File: src/rtl/mips_pkg.sv
// Shared types and constants for the MIPS fetch/next-PC logic.
package mips_pkg;

   typedef enum logic [1:0] {
      ST_IDLE  = 2'd0,
      ST_FETCH = 2'd1,
      ST_EXEC  = 2'd2,
      ST_HALT  = 2'd3
   } seq_state_e;

   typedef enum logic [1:0] {
      NPC_SEQ = 2'd0,
      NPC_BR  = 2'd1,
      NPC_J   = 2'd2,
      NPC_JR  = 2'd3
   } npc_src_e;

   localparam logic [31:0] DEF_RESET_PC = 32'h0000_3000;
   localparam logic [31:0] DEF_EXC_VEC  = 32'h0000_4180;

   // Register jump beats jump beats taken branch beats fall-through.
   function automatic npc_src_e npc_select(input logic br_taken, input logic is_j,
                                           input logic is_jr);
      if (is_jr)         return NPC_JR;
      else if (is_j)     return NPC_J;
      else if (br_taken) return NPC_BR;
      else               return NPC_SEQ;
   endfunction

endpackage

File: src/rtl/npc_calc.sv
// Combinational next-PC mux: sequential, branch, jump-merge and register targets.
module npc_calc
   import mips_pkg::*;
(
   input  logic [31:0] pc,
   input  logic [25:0] instr_idx,
   input  logic [15:0] br_off,
   input  npc_src_e    sel,
   input  logic [31:0] jr_target,
   output logic [31:0] npc,
   output logic        misaligned
);

   logic [31:0] pc_plus4;
   logic [31:0] br_target;

   always_comb begin
      pc_plus4  = pc + 32'd4;
      br_target = pc_plus4 + {{14{br_off[15]}}, br_off, 2'b00};
      case (sel)
         NPC_BR:  npc = br_target;
         NPC_J:   npc = {pc[31:26], instr_idx};
         NPC_JR:  npc = jr_target;
         default: npc = pc_plus4;
      endcase
      misaligned = |npc[1:0];
   end

endmodule

File: src/rtl/pc_sequencer.sv
// Fetch/next-PC controller: owns the PC, runs the imem handshake, holds the
// instruction until retire and counts retired instructions.
//
//  state    | meaning
//  ---------+------------------------------------------------------------
//  ST_IDLE  | out of reset, one cycle before the first fetch
//  ST_FETCH | imem_req high at pc, waiting for imem_ack
//  ST_EXEC  | instruction held for execute, waiting for ex_done or exc
//  ST_HALT  | stopped after a halting retire, left only by reset
module pc_sequencer
   import mips_pkg::*;
#(
   parameter logic [31:0] RESET_PC = DEF_RESET_PC,
   parameter logic [31:0] EXC_VEC  = DEF_EXC_VEC
) (
   input  logic        clk,
   input  logic        rst_n,
   output logic        imem_req,
   output logic [31:0] imem_addr,
   input  logic        imem_ack,
   input  logic [31:0] imem_rdata,
   output logic        instr_valid,
   output logic [31:0] instr_out,
   output logic [31:0] pc_out,
   input  logic        ex_done,
   input  logic        br_taken,
   input  logic [15:0] br_off,
   input  logic        is_j,
   input  logic        is_jr,
   input  logic [31:0] jr_target,
   input  logic        halt,
   input  logic        exc,
   output logic        adel,
   output logic [31:0] badaddr,
   output logic        halted,
   output logic [31:0] instret
);

   seq_state_e  state_q, state_d;
   logic [31:0] pc_q, pc_d;
   logic [31:0] instr_q, instr_d;
   logic [31:0] pc_out_q, pc_out_d;
   logic        adel_q, adel_d;
   logic [31:0] badaddr_q, badaddr_d;
   logic [31:0] instret_q, instret_d;
   logic        exc_pend_q, exc_pend_d;

   logic [31:0] npc;
   logic        npc_mis;

   npc_calc u_npc_calc (
      .pc         (pc_q),
      .instr_idx  (instr_q[25:0]),
      .br_off     (br_off),
      .sel        (npc_select(br_taken, is_j, is_jr)),
      .jr_target  (jr_target),
      .npc        (npc),
      .misaligned (npc_mis)
   );

   always_comb begin
      state_d    = state_q;
      pc_d       = pc_q;
      instr_d    = instr_q;
      pc_out_d   = pc_out_q;
      adel_d     = 1'b0;
      badaddr_d  = badaddr_q;
      instret_d  = instret_q;
      exc_pend_d = exc_pend_q;
      case (state_q)
         ST_IDLE: state_d = ST_FETCH;
         ST_FETCH: begin
            if (imem_ack) begin
               // An exception seen at any point during the fetch drops the data.
               if (exc_pend_q || exc) begin
                  pc_d       = EXC_VEC;
                  exc_pend_d = 1'b0;
               end else begin
                  instr_d  = imem_rdata;
                  pc_out_d = pc_q;
                  state_d  = ST_EXEC;
               end
            end else if (exc) begin
               exc_pend_d = 1'b1;
            end
         end
         ST_EXEC: begin
            if (exc) begin
               pc_d    = EXC_VEC;
               state_d = ST_FETCH;
            end else if (ex_done) begin
               instret_d = instret_q + 32'd1;
               if (npc_mis) begin
                  pc_d      = EXC_VEC;
                  badaddr_d = npc;
                  adel_d    = 1'b1;
               end else begin
                  pc_d = npc;
               end
               state_d = halt ? ST_HALT : ST_FETCH;
            end
         end
         default: state_d = ST_HALT;
      endcase
   end

   always_ff @(posedge clk or negedge rst_n) begin
      if (!rst_n) begin
         state_q    <= ST_IDLE;
         pc_q       <= RESET_PC;
         instr_q    <= '0;
         pc_out_q   <= '0;
         adel_q     <= 1'b0;
         badaddr_q  <= '0;
         instret_q  <= '0;
         exc_pend_q <= 1'b0;
      end else begin
         state_q    <= state_d;
         pc_q       <= pc_d;
         instr_q    <= instr_d;
         pc_out_q   <= pc_out_d;
         adel_q     <= adel_d;
         badaddr_q  <= badaddr_d;
         instret_q  <= instret_d;
         exc_pend_q <= exc_pend_d;
      end
   end

   assign imem_req    = (state_q == ST_FETCH);
   assign imem_addr   = pc_q;
   assign instr_valid = (state_q == ST_EXEC);
   assign halted      = (state_q == ST_HALT);
   assign instr_out   = instr_q;
   assign pc_out      = pc_out_q;
   assign adel        = adel_q;
   assign badaddr     = badaddr_q;
   assign instret     = instret_q;

endmodule

File: config.mk
export PLATFORM = sky130hd
export DESIGN_NAME = pc_sequencer
export DESIGN_NICKNAME = d
export VERILOG_FILES = /design/src/rtl/mips_pkg.sv /design/src/rtl/npc_calc.sv /design/src/rtl/pc_sequencer.sv
export SDC_FILE = /design/constraint.sdc
export NUM_CORES = 1
export LEC_CHECK = 0
export CAP_MARGIN = 20
export CELL_PAD_IN_SITES_DETAIL_PLACEMENT = 0
export CELL_PAD_IN_SITES_GLOBAL_PLACEMENT = 1
export CORE_ASPECT_RATIO = 0.9
export CORE_MARGIN = 10
export CORE_UTILIZATION = 34
export DETAILED_ROUTE_END_ITERATION = 12
export PLACE_DENSITY_LB_ADDON = 0.1
export SLEW_MARGIN = 30
export SYNTH_ARGS = -nofsm -noshare
export SYNTH_HDL_FRONTEND = slang
export SYNTH_SLANG_ARGS = --single-unit
File: constraint.sdc
create_clock -name clk -period 3.25 [get_ports clk]
set_input_delay 0.65 -clock clk [delete_from_list [all_inputs] [get_ports clk]]
set_output_delay 0.65 -clock clk [all_outputs]
set_load 0.005 [all_outputs]
[Word level (Yosys, flattened, before mapping)]
Cells that the tools add are included.
Operators by class
  $add $sub $neg: 3
  equality and inequality tests: 11
  muxes and demuxes: 23
  bitwise gates (word level): 2
  reductions and logical operators: 11
Operator list (number)
  32-bit two-way mux: 5
  32-bit one-hot mux with 3 select lines: 1
  32-bit one-hot mux with 2 select lines: 1
  32-bit by 1-bit adder with 32-bit output, second input constant: 1
  32-bit by 3-bit adder with 32-bit output, second input constant: 1
  32-bit adder: 1
  2-bit two-way mux: 7
  3-bit AND reduction: 4
  2-bit == test, second input constant: 4
  1-bit two-way mux: 8
  4-bit AND reduction: 2
  2-bit by 1-bit inequality test with 1-bit output, second input constant: 3
  2-bit one-hot mux with 3 select lines: 1
  2-bit by 1-bit == test with 1-bit output, second input constant: 2
  2-bit nonzero test: 2
  3-bit by 1-bit inequality test with 1-bit output, second input constant: 1
  2-bit logical NOT: 1
  2-bit inequality test, second input constant: 1
  1-bit NOT: 2
  2-bit OR reduction: 1
  1-bit logical OR: 1
Word-level totals
  output and inout bits: 164
  bits of input ports: 89
  flip-flop bits (word level): 164
  word-level logic and storage cells: 58

[Depth between registers and ports, before layout]
  depth in word-level cells: 10
  depth in mapped cells: 15
  depth with buffers taken out: 14

[Modules after synthesis]
From an unflattened synthesis, not the netlist that was laid out.
Unflattened totals
  cell total of the unflattened synthesis: 880
  area, all modules: 9565.4 µm²
Modules (own cells, without submodules)
  pc_sequencer: cells an instance 505, area each 6606.3 µm², times used 1, seq. area each 4106.4 µm²
  npc_calc: cells an instance 375, area each 2959.1 µm², times used 1, seq. area each 0.0 µm²

[Worst setup path before layout]
No wires, ideal clock.
  path kind: reg-to-reg
  start point: register pc_q[12], in the netlist imem_addr[12]
  end point: register badaddr_q[31], in the netlist badaddr[31]
  arrival: 3.288 ns
  setup slack: -0.162 ns
  required time: 3.126 ns
  path buffers: 1
  clock period less this slack: 3.412 ns
  library setup time: 0.124 ns
  cell stages (with the launch flop): 15
  path through: dfstp_2 and4_1 and4_1 buf_2 nand2_1 nor2_1 xor2_1 ha_1 a21o_1 a21o_1 a21oi_1 a32oi_1 a311oi_2 xnor2_1 o21ai_1
Between the ends
  cells in the longest elaborated chain, start to end: 3
Ends and longest elaborated chain
  from (decl): line pc_sequencer.sv:40  | logic [31:0] pc_q, pc_d;
  from (signal assigned): line pc_sequencer.sv:119  | pc_q <= pc_d;
  32-bit by 3-bit adder with 32-bit output *: line npc_calc.sv:18  | pc_plus4 = pc + 32'd4;
  32-bit adder: line npc_calc.sv:19  | br_target = pc_plus4 + {{14{br_off[15]}}, br_off, 2'b00};
  32-bit one-hot mux with 3 select lines *: line npc_calc.sv:20  | case (sel)
  to (signal assigned): line pc_sequencer.sv:123  | badaddr_q <= badaddr_d;
  to (decl): line pc_sequencer.sv:44  | logic [31:0] badaddr_q, badaddr_d;
Mark *: on every way between the ends. The rest lies on a longest branch, timed or not.
A chain may end at the register's enable or synchronous reset.

[Final worst setup path]
  start point: register pc_q[4], in the netlist imem_addr[4]
  end point: register badaddr_q[29], in the netlist badaddr[29]
Same word-level chain as after synthesis.

==> results by group <==
Outcome
  • Status: finished with violations
  • Failing checks: setup timing

Drt
  • DRT Pass-1 Iters: 5
  • Vias: roughly 9k
  • Drt wl/cell: between 20 and 25 um
  • DRC violations left: 0
  • Iter 0 DRT Violations: roughly 460
  • Vias per std cell: ~5.2
  • ANT nets after route: 0
  • Drt total wl: 35910 um

Yosys
  • Post-Syn Instances: between 900 and 1k
  • Largest area contributor in the netlist: dfrtp_1
  • Number of flops mapped to enable cells by yosys: 0
  • Mapped cell area: 0.009522 mm2
  • Synthesized net count: 1083
  • Number of distinct library cells after synthesis: about 80
  • Mapped Avg Cell Area: approximately 10 um2
  • Seq/Total Area, Yosys: 0.4313
  • Warnings, synthesis: 0
  • Asr flop ratio synth: 1.000
  • Synth top area share: 0.4258
  • Top FF cell, synth: dfrtp_1
  • Seq cells post-synth: around 160
  • Top cells by area, synth: dfrtp_1 (43%), mux2_2 (7.8%), ha_1 (5.0%), xnor2_1 (4.7%), nand2_1 (3.9%)

Critical path
  • WP data arrival: between 3 and 4 ns
  • Last element of the critical path: badaddr[29]$_DFFE_PN0P_
  • Worst path depth: 15
  • Crit path launch type: flip-flop
  • Setup crit end kind: flip-flop
  • Slowest-stage cell, CP: or4_1
  • Reg2reg start: imem_addr[4]$_DFFE_PN0P_
  • Worst reg2reg path depth: 15
  • WP data required: 3.63 ns
  • Crit path launch: imem_addr[4]$_DFFE_PN0P_
  • CP top delay family: simple AND/OR/NAND/NOR gates
  • CP bufs+invs: 2
  • Reg-to-reg endpoint: badaddr[29]$_DFFE_PN0P_
  • Worst R2R Setup Slack: -0.06 ns
  • Max Fanout on Critical Path: 5
  • Max incr delay on CP: 0.54 ns
  • Critical path class: reg -> reg
  • Critical Path, Cell by Cell: and3_4 > and4_4 > nand2_4 > xnor2_4 > ha_4 > and4_4 > nand3_2 > a21oi_2 > buf_4 > o31ai_4 > buf_12 > o2111ai_4 > a41oi_2 > or4_1 > nand3_2

Timing
  • Min Hold Slack: 0.2414 ns
  • Slew margin rel.: 0.4526
  • Final setup viols: 6
  • Worst-margin pin slew: 0.8194 ns
  • Fmax: a little over 300 MHz
  • Slew Limit Fails: 0
  • Total negative slack: -0.1896 ns
  • Post-route worst setup slack: -0.05924 ns
  • RSZ-0062 raised after global routing: true
  • Clk_skew: between 0.007 and 0.008 ns
  • Post-route clock period utilization: 1.018
  • Fin. Hold Viols: 0
  • Fin crit period: 3.309 ns

Floorplan
  • Die ar.: ~0.035 mm2
  • I/O pin count: about 250
  • Die height: ~180 um
  • Core area: ~0.028 mm2
  • DIE WIDTH: a little under 200 um
  • Row Count: 58
  • Initial Utilization: 0.3426

Layout
  • Nets: roughly 1.5k
  • Layout cells sized above 1: 0.3021
  • Post-Layout Inst Area: ~0.015 mm2
  • Area delta synth->final: 57.99%
  • Commonest cells after routing, fill and taps aside: clkdlybuf4s50_1 (249), buf_4 (175), dfrtp_1 (162)
  • # fillers: roughly 2.6k
  • Commonest non-fill, non-tap cell in the layout: clkdlybuf4s50_1
  • Non-Filler Instances: roughly 1.7k
  • Seq. cell area: roughly 0.004 mm2
  • Ant diodes: 0
  • Area of the multi-input gates: between 0.005 and 0.006 mm2

Placed design
  • RD Place Congestion: 0.9050
  • DP HPWL: between 20000 and 30000 um
  • IO Port Bufs: 252
  • Placement Setup Slack: -0.2759 ns
  • Post-Place Cells: roughly 1.7k
  • DP Area: around 0.014 mm2

Pwr
  • LEAKAGE: about 6.7 nW
  • PwrDens: 552.1 mW/mm2
  • Peak supply drop: about 0.34 mV

CTS
  • Clk root buf: clkbuf_16
  • H-tree levels: 4
  • CTS Buffer Depth: 2
  • CTS tree: done
  • Clock latency on the worst-skew pair: roughly 0.45 ns
  • CTS Buf Count: 17
  • Clk slew on worst S/H paths: 0.07 ns
  • Clock Sinks: 164

GRT
  • Largest net degree at the start of global routing: 80
  • Global-route wire length before repair: approximately 54000 um
  • GRT Resource Usage Total: 0.1998
  • Initial antenna violation count: 0
  • Grt total ovfl: 0
  • Number of global-route vias before repair: 9057

Job
  • Max Cap Viol: 0

Worst hold path
  • Worst min-delay path class: in -> async
-- layer usage --
layer  wire (um)  global-route usage
met5           0                   0
met4         462             0.04863
met3        2366             0.05384
met2       16000              0.2979
met1       17090              0.2806
-- registers in the layout, summed over array words and instances, names as in the netlist --
signal / flops
adel: 1
badaddr: 32
exc_pend_q: 1
imem_addr: 32
instr_out: 32
instret: 32
pc_out: 32
state_q: 2
-- through the flow --
stage / power, mW / util
after detailed placement: 6.156 / 0.4888
after global routing: 8.836 / 0.5412
after floorplan: 4.155 / -
final: 8.306 / 0.5412
after global placement: 6.127 / 0.4888
after CTS: 8.219 / 0.5171
-- layout make-up --
type | instances | share of cell area
Clock buffer | 19 | 0.03011
Multi-Input combinational cell | 722 | 0.3864
Timing Repair Buffer | 440 | 0.2690
Clock inverter | 12 | 0.006571
Sequential cell | 164 | 0.2730
Inverter | 20 | 0.004990
Tap cell | 360 | 0.02994
-- worst min-delay path by stage --
stage / from / endpoint / slack (ns) / depth (start not counted)
final: rst_n / instret[29]$_DFFE_PN0P_ / 0.24 / 1
after CTS: rst_n / instret[29]$_DFFE_PN0P_ / 0.27 / 1
after global placement: badaddr[4]$_DFFE_PN0P_ / badaddr[4]$_DFFE_PN0P_ / 0.45 / 2
after global routing: rst_n / instret[29]$_DFFE_PN0P_ / 0.28 / 1
after detailed placement: instret[31]$_DFFE_PN0P_ / instret[31]$_DFFE_PN0P_ / 0.46 / 1
after floorplan: rst_n / adel$_DFF_PN0_ / 0.35 / 0
-- cells in the mapped netlist, drive strengths merged, types with 3 or more instances --
cell and number:
mux2 68, o211ai 5, mux2i 7, or4 4
a31oi 13, clkbuf 27, a21oi 61, or3 7
inv 20, buf 22, o31a 4, a22oi 8
o2111ai 4, a22o 8, o31ai 16, ha 38
a21o 15, and3 15, nand3 38, o21ai 48
nor3 13, and4 14, dfrtp 162, and2 5
a221oi 7, o21bai 5, nor2b 8, o221ai 5
nor2 70, o41ai 4, xor2 25, nand2 98
xnor2 51, nand2b 6, nand4 19, a222oi 3
o21a 6
-- logic make-up (layout without fill, tap and decap cells) --
family / Yosys count / count (layout) / share of synthesized area
adders and majority gates: 39 / 39 / 0.05204
xor gates and xnor gates: 76 / 76 / 0.06991
DFF: 164 / 164 / 0.4313
and+or+nand+nor: 301 / 301 / 0.1577
AOI/OAI and AO/OA: 231 / 231 / 0.1694
buffers and inverters: 69 / 491 / 0.03193
muxes: 75 / 75 / 0.08778
-- power breakdown --
part           total (mW)  switching [mW]  internal [mW]
Sequential           2.87           0.356           2.52
Combinational        3.49            1.47           2.02
Clock                1.95           0.922           1.02
-- worst reg2reg max path, cell delays in order, from the launching register on --
cell,delay [ns]
dfrtp_1,0.35
and3_4,0.22
and4_4,0.29
nand2_4,0.08
xnor2_4,0.14
ha_4,0.30
and4_4,0.24
nand3_2,0.08
a21oi_2,0.13
buf_4,0.14
o31ai_4,0.09
buf_12,0.14
o2111ai_4,0.26
a41oi_2,0.16
or4_1,0.54
nand3_2,0.09
-- what timing repair did --
action | CTS | global route
pin swaps | 11 | 56
hold buffers | 0 | 0
resized for setup | 31 | 91
endpoints found under the setup margin | 31 | 40
setup buffers | 9 | 18
No activity file was read; power rests on OpenSTA's default activity.
